[src/rtl/spi_pkg.sv]
// rtl/spi_pkg.sv - shared SPI definitions: FSM state encoding, mode constants, default word width
package spi_pkg;

  // SPI mode 0: sclk idles low, data sampled on the rising edge
  localparam int SPI_CPOL = 0;
  localparam int SPI_CPHA = 0;

  localparam int SPI_DEF_WIDTH = 8;

  localparam logic [2:0] ST_IDLE  = 3'd0;
  localparam logic [2:0] ST_LEAD  = 3'd1;
  localparam logic [2:0] ST_XFER  = 3'd2;
  localparam logic [2:0] ST_TRAIL = 3'd3;
  localparam logic [2:0] ST_PAUSE = 3'd4;

endpackage

[src/rtl/spi_clk_tick.sv]
// rtl/spi_clk_tick.sv - half-period tick generator, counter modulo CLK_DIV
//
// Ports:
//   clk, rst_n : system clock, asynchronous active-low reset
//   en         : count while high; counter held at zero while low
//   clr        : restart the half-period from zero on the next edge
//   tick       : one-cycle pulse on the last cycle of each half-period
module spi_clk_tick #(
  parameter int CLK_DIV = 2
) (
  input  logic clk,
  input  logic rst_n,
  input  logic en,
  input  logic clr,
  output logic tick
);

  localparam int CW = (CLK_DIV > 1) ? $clog2(CLK_DIV) : 1;
  localparam logic [CW-1:0] LAST = CW'(CLK_DIV - 1);

  logic [CW-1:0] cnt;

  always_ff @(posedge clk or negedge rst_n) begin
    if (!rst_n) begin
      cnt <= '0;
    end else if (clr || !en || (cnt == LAST)) begin
      cnt <= '0;
    end else begin
      cnt <= cnt + CW'(1);
    end
  end

  assign tick = en && !clr && (cnt == LAST);

endmodule

[src/rtl/spi_master.sv]
// rtl/spi_master.sv - SPI mode 0 master, MSB first, one word per start request
//
// Optional burst mode: SPI_MASTER_BURST_EN (adds the cont input and PAUSE state).
//
// Ports:
//   clk, rst_n : system clock, asynchronous active-low reset
//   start      : transfer request, sampled only when idle (or paused)
//   cont       : (burst build) keep ce0 low after this word
//   tx_data    : word to send, captured on the accept edge
//   busy       : high from accept until done
//   done       : one-cycle pulse, rx_data valid from this cycle
//   rx_data    : last received word, updated only at done
//   sclk, mosi, ce0 : SPI outputs (sclk idles low, ce0 active low)
//   miso       : SPI input, sampled on the edge that raises sclk
module spi_master
  import spi_pkg::*;
#(
  parameter int WIDTH   = SPI_DEF_WIDTH,
  parameter int CLK_DIV = 2
) (
  input  logic             clk,
  input  logic             rst_n,
  input  logic             start,
`ifdef SPI_MASTER_BURST_EN
  input  logic             cont,
`endif
  input  logic [WIDTH-1:0] tx_data,
  output logic             busy,
  output logic             done,
  output logic [WIDTH-1:0] rx_data,
  output logic             sclk,
  output logic             mosi,
  output logic             ce0,
  input  logic             miso
);

  localparam int BW = $clog2(WIDTH);
  localparam logic [BW-1:0] LAST_BIT = BW'(WIDTH - 1);

  logic [2:0]       state;
  logic [WIDTH-1:0] tx_sr;
  logic [WIDTH-1:0] rx_sr;
  logic [BW-1:0]    bit_cnt;
  logic             trail_end;
  logic             tick;
  logic             tick_en;
  logic             accept;
`ifdef SPI_MASTER_BURST_EN
  logic             cont_q;
`endif

  assign accept  = start && ((state == ST_IDLE) || (state == ST_PAUSE));
  assign tick_en = (state != ST_IDLE) && (state != ST_PAUSE);

  spi_clk_tick #(.CLK_DIV(CLK_DIV)) u_tick (
    .clk   (clk),
    .rst_n (rst_n),
    .en    (tick_en),
    .clr   (accept),
    .tick  (tick)
  );

  always_ff @(posedge clk or negedge rst_n) begin
    if (!rst_n) begin
      state     <= ST_IDLE;
      tx_sr     <= '0;
      rx_sr     <= '0;
      bit_cnt   <= '0;
      trail_end <= 1'b0;
      busy      <= 1'b0;
      done      <= 1'b0;
      rx_data   <= '0;
      sclk      <= 1'b0;
      mosi      <= 1'b0;
      ce0       <= 1'b1;
`ifdef SPI_MASTER_BURST_EN
      cont_q    <= 1'b0;
`endif
    end else begin
      done <= 1'b0;
      if (accept) begin
        tx_sr   <= tx_data;
        mosi    <= tx_data[WIDTH-1];
        ce0     <= 1'b0;
        busy    <= 1'b1;
        bit_cnt <= '0;
        // A paused burst already satisfied the select lead time
        state   <= (state == ST_PAUSE) ? ST_XFER : ST_LEAD;
`ifdef SPI_MASTER_BURST_EN
        cont_q  <= cont;
`endif
      end else begin
        case (state)
          ST_IDLE: ;
          ST_LEAD: begin
            if (tick) state <= ST_XFER;
          end
          ST_XFER: begin
            if (tick) begin
              if (!sclk) begin
                sclk  <= 1'b1;
                rx_sr <= {rx_sr[WIDTH-2:0], miso};
              end else begin
                sclk <= 1'b0;
                if (bit_cnt == LAST_BIT) begin
                  // mosi keeps the last bit after the word
`ifdef SPI_MASTER_BURST_EN
                  if (cont_q) begin
                    done    <= 1'b1;
                    busy    <= 1'b0;
                    rx_data <= rx_sr;
                    state   <= ST_PAUSE;
                  end else begin
                    state <= ST_TRAIL;
                  end
`else
                  state <= ST_TRAIL;
`endif
                end else begin
                  bit_cnt <= bit_cnt + BW'(1);
                  tx_sr   <= tx_sr << 1;
                  mosi    <= tx_sr[WIDTH-2];
                end
              end
            end
          end
          ST_TRAIL: begin
            // Hold CLK_DIV cycles, then release ce0 and report on the following edge
            if (trail_end) begin
              trail_end <= 1'b0;
              ce0       <= 1'b1;
              busy      <= 1'b0;
              done      <= 1'b1;
              rx_data   <= rx_sr;
              state     <= ST_IDLE;
            end else if (tick) begin
              trail_end <= 1'b1;
            end
          end
`ifdef SPI_MASTER_BURST_EN
          ST_PAUSE: ;
`endif
          default: state <= ST_IDLE;
        endcase
      end
    end
  end

endmodule

[config.mk]
export PLATFORM = sky130hd
export DESIGN_NAME = spi_master
export DESIGN_NICKNAME = d
export VERILOG_FILES = /design/src/rtl/spi_pkg.sv /design/src/rtl/spi_clk_tick.sv /design/src/rtl/spi_master.sv
export SDC_FILE = /design/constraint.sdc
export NUM_CORES = 1
export LEC_CHECK = 0
export ABC_AREA = 1
export CAP_MARGIN = 20
export CORE_AREA = 2 2 76 49
export DETAILED_ROUTE_END_ITERATION = 6
export DIE_AREA = 0 0 78 51
export PLACE_DENSITY_LB_ADDON = 0.3
export SYNTH_ARGS = -nofsm -noshare
export SYNTH_HDL_FRONTEND = slang
export SYNTH_SLANG_ARGS = --single-unit
[constraint.sdc]
create_clock -name clk -period 2.05 [get_ports clk]
set_input_delay 0.41 -clock clk [delete_from_list [all_inputs] [get_ports clk]]
set_output_delay 0.41 -clock clk [all_outputs]
set_load 0.005 [all_outputs]
# ---- After elaboration in Yosys (flattened, before gate mapping)
# Cells that the tools add are included.
dict set report word_totals {
  regBits 36
  inputBits 12
}
dict set report op_classes {
  reduce_logical 23
  addsub 2
  n_eq_ne 13
  bitwise 2
  mux 36
}
# operator n
set ops {}
lappend ops {{$mux W7} 5}
lappend ops {{$mux W3} 11}
lappend ops {{$mux W1} 18}
lappend ops {{$ne A3 B2 Y1 const B} 5}
lappend ops {{$pmux W3 S4} 1}
lappend ops {{$reduce_bool A2 Y1} 5}
lappend ops {{$reduce_and A4 Y1} 2}
lappend ops {{$eq A3 B2 Y1 const B} 2}
lappend ops {{$eq A3 B3 Y1 const B} 2}
lappend ops {{$reduce_and A3 Y1} 2}
lappend ops {{$reduce_and A6 Y1} 1}
lappend ops {{$logic_and A1 B1 Y1} 4}
lappend ops {{$ne A2 B1 Y1 const B} 2}
lappend ops {{$reduce_and A2 Y1} 2}
lappend ops {{$add A3 B1 Y3 const B} 1}
lappend ops {{$eq A3 B1 Y1 const B} 1}
lappend ops {{$logic_not A3 Y1} 1}
lappend ops {{$logic_or A1 B1 Y1} 3}
lappend ops {{$ne A3 B3 Y1 const B} 1}
lappend ops {{$reduce_bool A3 Y1} 1}
lappend ops {{$logic_not A1 Y1} 2}
lappend ops {{$mux W2} 1}
lappend ops {{$not A1 Y1} 2}
lappend ops {{$add A1 B1 Y1 const B} 1}

# ---- Logic depth before layout (Yosys ltp)
# Gate-level depths: netlist of run 1.
dict set report depth {
  depth_word 9
  ltp_mapped 10
}

# ---- Modules after synthesis
# A second synthesis of run 1 with hierarchy kept.
dict set report hier_totals {
  hier_cells 169
  area_unflattened_um2 1585.3
}
# mod n_inst cells_per_inst area_each_um2
set modules_own_cells {}
lappend modules_own_cells {spi_master 1 163 1541.5}
lappend modules_own_cells {spi_clk_tick 1 6 43.8}

# ---- Worst setup path before layout of run 1
# OpenSTA, ideal clock, no wires.
dict set report synth_path {
  path_kind {register -> register}
  startpoint {reg state[0]}
  endpoint {reg rx_sr[0]}
  required_ns 1.924
  period_less_slack_ns 1.469
  slack_ns 0.581
  stages_incl_launch_ff 8
  t_arrival_ns 1.343
  cell_sequence {dfrtp_1 inv_1 ha_1 nand2_2 clkinv_4 nor3_4 buf_6 o21ai_0}
}
dict set report synth_between {
  elab_chain_len 7
  elab_cells_between_ends 13
  classes_between {3 x eq/ne; 1 x bitwise; 9 x reduce/logical}
}
# item line
set synth_lines {}
lappend synth_lines {{from (decl)} spi_master.sv:40} ;# logic [2:0] state;
lappend synth_lines {{from (signal assigned)} spi_master.sv:88} ;# state <= (state == ST_PAUSE) ? ST_XFER : ST_LEAD;
lappend synth_lines {{$eq A3 B3 Y1 or $logic_not A3 Y1 (tied branches)} spi_master.sv:52} ;# assign accept = start && ((state == ST_IDLE) || (state == ST_PAUSE));
lappend synth_lines {{$logic_or A1 B1 Y1} spi_master.sv:52}
lappend synth_lines {{$logic_and A1 B1 Y1} spi_master.sv:52}
lappend synth_lines {{$logic_not A1 Y1} spi_clk_tick.sv:33} ;# assign tick = en && !clr && (cnt == LAST);
lappend synth_lines {{$logic_and A1 B1 Y1 (2 in series)} spi_clk_tick.sv:33}
lappend synth_lines {{$reduce_and A4 Y1 (no source line) *} n/a}
lappend synth_lines {{to (signal assigned)} spi_master.sv:102} ;# rx_sr <= {rx_sr[WIDTH-2:0], miso};
lappend synth_lines {{to (decl)} spi_master.sv:42} ;# logic [WIDTH-1:0] rx_sr;
# Mark *: on every way between the ends. The rest lies on a longest branch, timed or not.
# A chain may end at the register's enable or synchronous reset.

# ---- Worst setup path in the final report of run 1
dict set report layout_path {
  startpoint {reg ce0}
  endpoint {out ce0}
}
# item line
set layout_lines {}
lappend layout_lines {{from (decl)} spi_master.sv:33} ;# output logic ce0,
lappend layout_lines {{from (signal assigned)} spi_master.sv:75} ;# ce0 <= 1'b1;
lappend layout_lines {{from (signal assigned)} spi_master.sv:84} ;# ce0 <= 1'b0;
lappend layout_lines {{from (signal assigned)} spi_master.sv:131} ;# ce0 <= 1'b1;
# No word-level cell between the ends.

==> results of run 1 <==
==> kinds of logic (layout without fill, tap and decap cells) <==
kind of cell / after synthesis / in the layout / synth area share
adders and majority gates: 7 / 7 / 0.05376
and+or+nand+nor: 77 / 77 / 0.2058
DFF: 35 / 35 / 0.5384
AOI/OAI and AO/OA: 31 / 31 / 0.09985
xor gates and xnor gates: 1 / 1 / 0.005377
buffers and inverters: 34 / 64 / 0.09677
==> tightest hold or removal path, cell delays in order, from the launching register on <==
cell and delay [ns]:
dfrtp_1 0.34, nand2_1 0.05, nand2_1 0.04
==> report_power, final <==
part	switching, mW	internal [mW]
sequential	0.152	0.945
combinational	0.524	0.420
clock	0.236	0.306
total	0.912	1.67
==> routing by layer <==
| layer | up-vias | GRT usage | part of all wire |
|---|---|---|---|
| met4 | 0 | 0.07018 | 0.015 |
| met3 | 6 | 0.05477 | 0.051 |
| met2 | 21 | 0.2112 | 0.38 |
| met5 | - | 0 | 0 |
| met1 | 508 | 0.2387 | 0.56 |
| li1 | 623 | - | - |
==> stage by stage <==
stage,utilization,worst slack (ns),std cells,hold WS [ns]
2_1_floorplan,-,0.5812,185,0.1144
3_3_place_gp,0.5603,0.3910,254,0.4559
3_5_place_dp,0.5603,0.3644,254,0.4600
4_1_cts,0.5897,0.3223,262,0.4773
5_1_grt,0.5897,0.2605,262,0.5073
6_report,0.5897,0.3425,262,0.4708
==> registers in the layout (all words and copies together), names as in the netlist <==
register    cells
rx_sr           8
u_tick.cnt      1
state           2
bit_cnt         3
ce0             1
sclk            1
busy            1
rx_data         8
done            1
trail_end       1
tx_sr           7
mosi            1
==> layout by cell type, fill, tap and decap left out <==
master,n
nand2_1,59
dfrtp_1,34
inv_1,27
o21ai_0,27
clkdlybuf4s50_1,24
ha_1,7
clkbuf_8,7
nor2_1,5
nand2_2,5
nand3_1,5
buf_4,3
a21oi_1,2
o21ai_2,2
nand2_4,1
clkinv_4,1
inv_2,1
nor2_4,1
xor2_1,1
nor3_4,1
dfstp_2,1
clkbuf_1,1
==> final cells by class <==
cell class	count	area [um^2]	share of cell area
Sequential cell	35	877.1	0.4370
Multi-Input combinational cell	116	594.3	0.2961
Timing Repair Buffer	27	262.8	0.1309
Inverter	29	113.9	0.05673
Clock buffer	8	100.1	0.04988
Tap cell	47	58.81	0.02930
==> final timing paths <==
check / from / end / slack [ns]
setup / recovery: ce0 / ce0 / 0.34
hold / removal: mosi / mosi / 0.47
setup reg to reg: state[0] / bit_cnt[1] / 0.44
hold reg to reg: mosi / mosi / 0.47
max in group asynchronous: rst_n / ce0 / 1.19
min in group asynchronous: rst_n / rx_sr[0] / 0.53
==> results.txt, run 1 <==
status: completed
Setup CP Type: flip-flop to output port
Static Leak: 0.9933 nW
post-CTS sizing: 0
mapped cell area: 0.001629 mm^2
area grow syn2layout: 23.19%
Setup crit end kind: output port
CP peak stage delay: 0.53 ns
EDFF count, synth: 0
Yosys warning total: 0
Peak supply drop: 0.0007089 V
dpl hpwl: 1972 um
worst hold path class: flip-flop to flip-flop
minimum clock period: 1.708 ns
Overflow after GRT: 0
Net Count, Synth: 204
Design Power: 2.584 mW
crit-path leading delay family: flip-flops
clock sinks: 35
Top Ports: 25
async set-or-reset flop fraction in the synthesized netlist: 1.000
sequence of cells on the critical path: clkdlybuf4s50_1
worst r2r path cells: 10
Synth top cells by count: nand2_1, dfrtp_1, inv_1, o21ai_0, ha_1
top-count cell post-synth: nand2_1
hold-fix buffers at CTS: 0
Root Buffer: clkbuf_8
chip width: 78 um
diode count: 0
I/O Buffers: 24
Post-Synthesis Cells: 185
WHS Path Cells: 2
setup TNS: 0 ns
number of unique standard cell types used by synthesis: 19
Initial DRC Count: 58
setup violators final: 0
Yosys reg bits: 35
die area: 0.003978 mm^2
core area: 0.003403 mm^2
Power Dens Cells: 1287 mW/mm^2
Post-Syn Area per Cell: 8.806 um^2
antenna violations before repair: 0
CTS HTree Levels: 2
fillers: 299
share of cells above drive strength 1: 0.1070
area leader, netlist: dfrtp_1
Final ANT Viol Nets: 0
final hold vios: 0
Setup crit start kind: flip-flop
CTS Buf Count: 5
Worst EP arrival: 1.30 ns
Wirelength per Cell: 10.73 um
number of global-route vias before repair: 1,058
Slowest cell on crit path: dfstp_2
# Max-Cap Violations: 0
DRC viols: 0
Final Cycle Share: 0.8329
final WL: 2811 um
max_slew headroom: 0.7157
largest net degree at the start of global routing: 36
Post-CTS Repair Setup Buffers: 0
first-pass GRT wire length: 4767 um
Worst-Margin Slew: 0.4265 ns
Final Cell Area: 0.002007 mm^2
TritonCTS clock tree: yes
RSZ-0062 raised after global routing: no
Starting Density: 0.4787
Final Skew: 0.007314 ns
Final GP Congestion: 0.7866
total number of vias: 1,158
Fmax: 585.6 MHz
sequential element share of the synthesized area: 0.5384
Worst Path Max Fanout: 2
GRT Util Overall: 0.1608
Worst-Skew Late Latency: 0.28 ns
Worst path depth: 1
Required @ worst endpoint: 1.64 ns
Final Max Slew Viols: 0
Vias/cell: 4.420
top-area cell type share of the netlist area: 0.5223
first-pass iteration count of the detailed router: 4
Max Root-Sink Buffers: 2
Main synth FF type: dfrtp_1
Clock transition at path regs: 0.07 ns
Rows: 17
Die Y: 51 um
Buf/Inv on CP: 1
cell area after placement: 0.001907 mm^2
nets: 233
ranking of synthesized cells by area: dfrtp_1, nand2_1, o21ai_0
(Power assumes the default switching activity.)
==> run 2: changes to the inputs <==
CORE_AREA = 2 2 80 51   (was 2 2 76 49)
DIE_AREA = 0 0 82 53   (was 0 0 78 51)
clock period = 1.4 ns   (was 2.05 ns; I/O delays follow)
==> results.txt, run 2 (synthesis gave the netlist of run 1 again) <==
GRT Util Overall: 0.1760 (was 0.1608)
Worst EP arrival: 1.62 ns (was 1.30 ns)
Largest regs: rx_data (8), rx_sr (8), tx_sr (7) (unchanged)
final WL: 3556 um (was 2811 um)
share of cells above drive strength 1: 0.3724 (was 0.1070)
crit-path leading delay family: buffers and inverters (was flip-flops)
Required @ worst endpoint: 1.57 ns (was 1.64 ns)
Buf/Inv on CP: 4 (was 1)
worst hold path class: input pin to asynchronous set/reset pin (was flip-flop to flip-flop)
area grow syn2layout: 52.69% (was 23.19%)
Clock transition at path regs: 0.07 ns (about the same)
minimum clock period: 1.447 ns
hold-fix buffers at CTS: 0 (unchanged)
Vias/cell: 4.741 (was 4.420)
# Max-Cap Violations: 0 (unchanged)
status: complete, but fails checks (was completed)
chip width: 82 um (was 78 um)
sequential share of power: 0.347 (was 0.425)
Final Max Slew Viols: 0 (unchanged)
Overflow after GRT: 0 (unchanged)
switching share of total power: 0.3799 (was 0.3531)
Final ANT Viol Nets: 0 (unchanged)
TritonCTS clock tree: yes (unchanged)
Worst path depth: 11 (was 1)
Peak supply drop: 0.001088 V (was 0.0007089 V)
antenna violations before repair: 0 (unchanged)
pre-CTS setup slack: -0.08788 ns (was 0.3644 ns)
core area: 0.003573 mm^2 (was 0.003403 mm^2)
Worst-Margin Slew: 0.3705 ns (was 0.4265 ns)
first-pass iteration count of the detailed router: 4 (unchanged)
die area: 0.004346 mm^2 (was 0.003978 mm^2)
Die Y: 53 um (was 51 um)
largest net degree at the start of global routing: 21 (was 36)
Root Buffer: clkbuf_8 (unchanged)
diode count: 0 (unchanged)
dpl hpwl: 2247 um (was 1972 um)
Top Ports: 25 (unchanged)
Static Leak: 1.290 nW (was 0.9933 nW)
clock sinks: 35 (unchanged)
final hold vios: 0 (unchanged)
failing checks: negative setup slack
commonest non-fill, non-tap cells in the layout: nand2_1, dfrtp_1, inv_1, buf_4, nand2_2 (was nand2_1, dfrtp_1, inv_1, o21ai_0, clkdlybuf4s50_1)
Slowest cell on crit path: dfrtp_1 (was dfstp_2)
total number of vias: 1,356 (was 1,158)
I/O Buffers: 24 (unchanged)
Max Root-Sink Buffers: 2 (unchanged)
Setup crit start kind: flip-flop (unchanged)
Internal: 2.924 mW (was 1.671 mW)
Final WS setup: -0.04731 ns (was 0.3425 ns)
first-pass GRT wire length: 5602 um (was 4767 um)
Wirelength per Cell: 12.43 um (was 10.73 um)
Net Sw Power: 1.791 mW (was 0.9122 mW)
worst r2r path cells: 11 (was 10)
Initial DRC Count: 41 (was 58)
Fmax: 690.9 MHz
DRC viols: 0 (unchanged)
Final Skew: 0.004679 ns (was 0.007314 ns)
Setup crit end kind: flip-flop (was output port)
Worst-Skew Late Latency: 0.28 ns (about the same)
Setup CP Type: flip-flop to flip-flop (was flip-flop to output port)
Clk pwr share: 0.144 (was 0.210)
sequence of cells on the critical path: inv_2 -> ha_4 -> inv_2 -> nand2_4 -> nor2_4 -> nand2_2 -> nand2_4 -> buf_6 -> buf_6 -> nand3_2 -> nand2_1 (was clkdlybuf4s50_1)
hold_ws: 0.2807 ns (was 0.4708 ns)
leading cell type in the layout, fill and taps excluded: nand2_1 (unchanged)
Rows: 17 (unchanged)
nets: 257 (was 233)
Worst Path Max Fanout: 3 (was 2)
number of global-route vias before repair: 1,219 (was 1,058)
setup violators final: 9 (was 0)
CP peak stage delay: 0.38 ns (was 0.53 ns)
RSZ-0062 raised after global routing: yes (was no)
Final Cycle Share: 1.034
Final GP Congestion: 0.8451 (was 0.7866)
Power Dens Cells: 1896 mW/mm^2 (was 1287 mW/mm^2)
max_slew headroom: 0.7523 (was 0.7157)
Starting Density: 0.4559 (was 0.4787)
Comb power frac: 0.509 (was 0.365)
CTS Buf Count: 5 (unchanged)
CTS HTree Levels: 2 (unchanged)
==> run 2: cell types whose count changed in the layout (fill, tap and decap cells not counted), sizes merged <==
cell           delta
buf              +23
clkdlybuf4s50    -13
dlygate4sd2      +12
clkbuf            -1
clkinv            +1
dlymetal6s2s      +1
nand2             +1
==> run 2: cell type report <==
cell class                 count  area (um^2)
clock buffer                   7        76.32
sequential                    35        878.3
multi-input combinational    117        819.5
timing repair buffer          50        528.0
clock inverter                 1        5.005
fill                         260         1086
inverter                      29        121.4
tap                           47        58.81
==> run 2: final timing paths <==
| kind | slack (ns) | startpoint | endpoint |
|---|---|---|---|
| max reg2reg | -0.05 | state[0] | bit_cnt[1] |
| min | 0.28 | rst_n | rx_sr[0] |
| max | -0.05 | state[0] | bit_cnt[1] |
| min in group clk | 0.48 | rx_data[6] | rx_data[6] |
| min reg2reg | 0.48 | rx_data[6] | rx_data[6] |
| max in group asynchronous | 0.65 | rst_n | rx_data[4] |
==> run 2: power by group through the flow <==
stage          clock, mW  combinational, mW  sequential [mW]
2_1_floorplan          0              0.980             1.59
3_3_place_gp           0               1.72             1.60
3_5_place_dp           0               1.77             1.60
4_1_cts            0.695               2.15             1.61
5_1_grt            0.759               2.67             1.67
6_report           0.678               2.40             1.64
==> run 2: stage by stage <==
| stage | util | total power, mW | TNS [ns] | std cells | instance area (um^2) |
|---|---|---|---|---|---|
| 3_5_place_dp | 0.5791 | 3.365 | -1.662 | 265 | 2069 |
| 3_3_place_gp | 0.5791 | 3.315 | -1.036 | 265 | 2069 |
| 6_report | 0.6961 | 4.715 | -0.2511 | 286 | 2487 |
| 5_1_grt | 0.6961 | 5.099 | -1.852 | 286 | 2487 |
| 2_1_floorplan | - | 2.569 | 0 | 185 | 1649 |
| 4_1_cts | 0.6646 | 4.456 | -0.4974 | 283 | 2375 |
==> run 2: worst reg2reg max path, cell delays in order (launching register included) <==
cell	delay, ns
dfrtp_1	0.38
inv_2	0.13
ha_4	0.18
inv_2	0.05
nand2_4	0.07
nor2_4	0.04
nand2_2	0.07
nand2_4	0.08
buf_6	0.13
buf_6	0.11
nand3_2	0.05
nand2_1	0.04
==> run 2: what timing repair did <==
action,CTS,global route
hold endpoints to repair,0,0
resized for setup,51,40
setup endpoints to repair,35,30
pin swaps,10,12
gates cloned,2,1
buffers inserted,8,3
==> run 2: metal layers <==
| metal | up-vias | GRT usage | wire length, um |
|---|---|---|---|
| met2 | 22 | 0.2547 | 1598 |
| met3 | 5 | 0.03584 | 135 |
| met1 | 643 | 0.2574 | 1779 |
| li1 | 686 | - | - |
| met5 | - | 0 | 0 |
| met4 | 0 | 0.06944 | 43 |
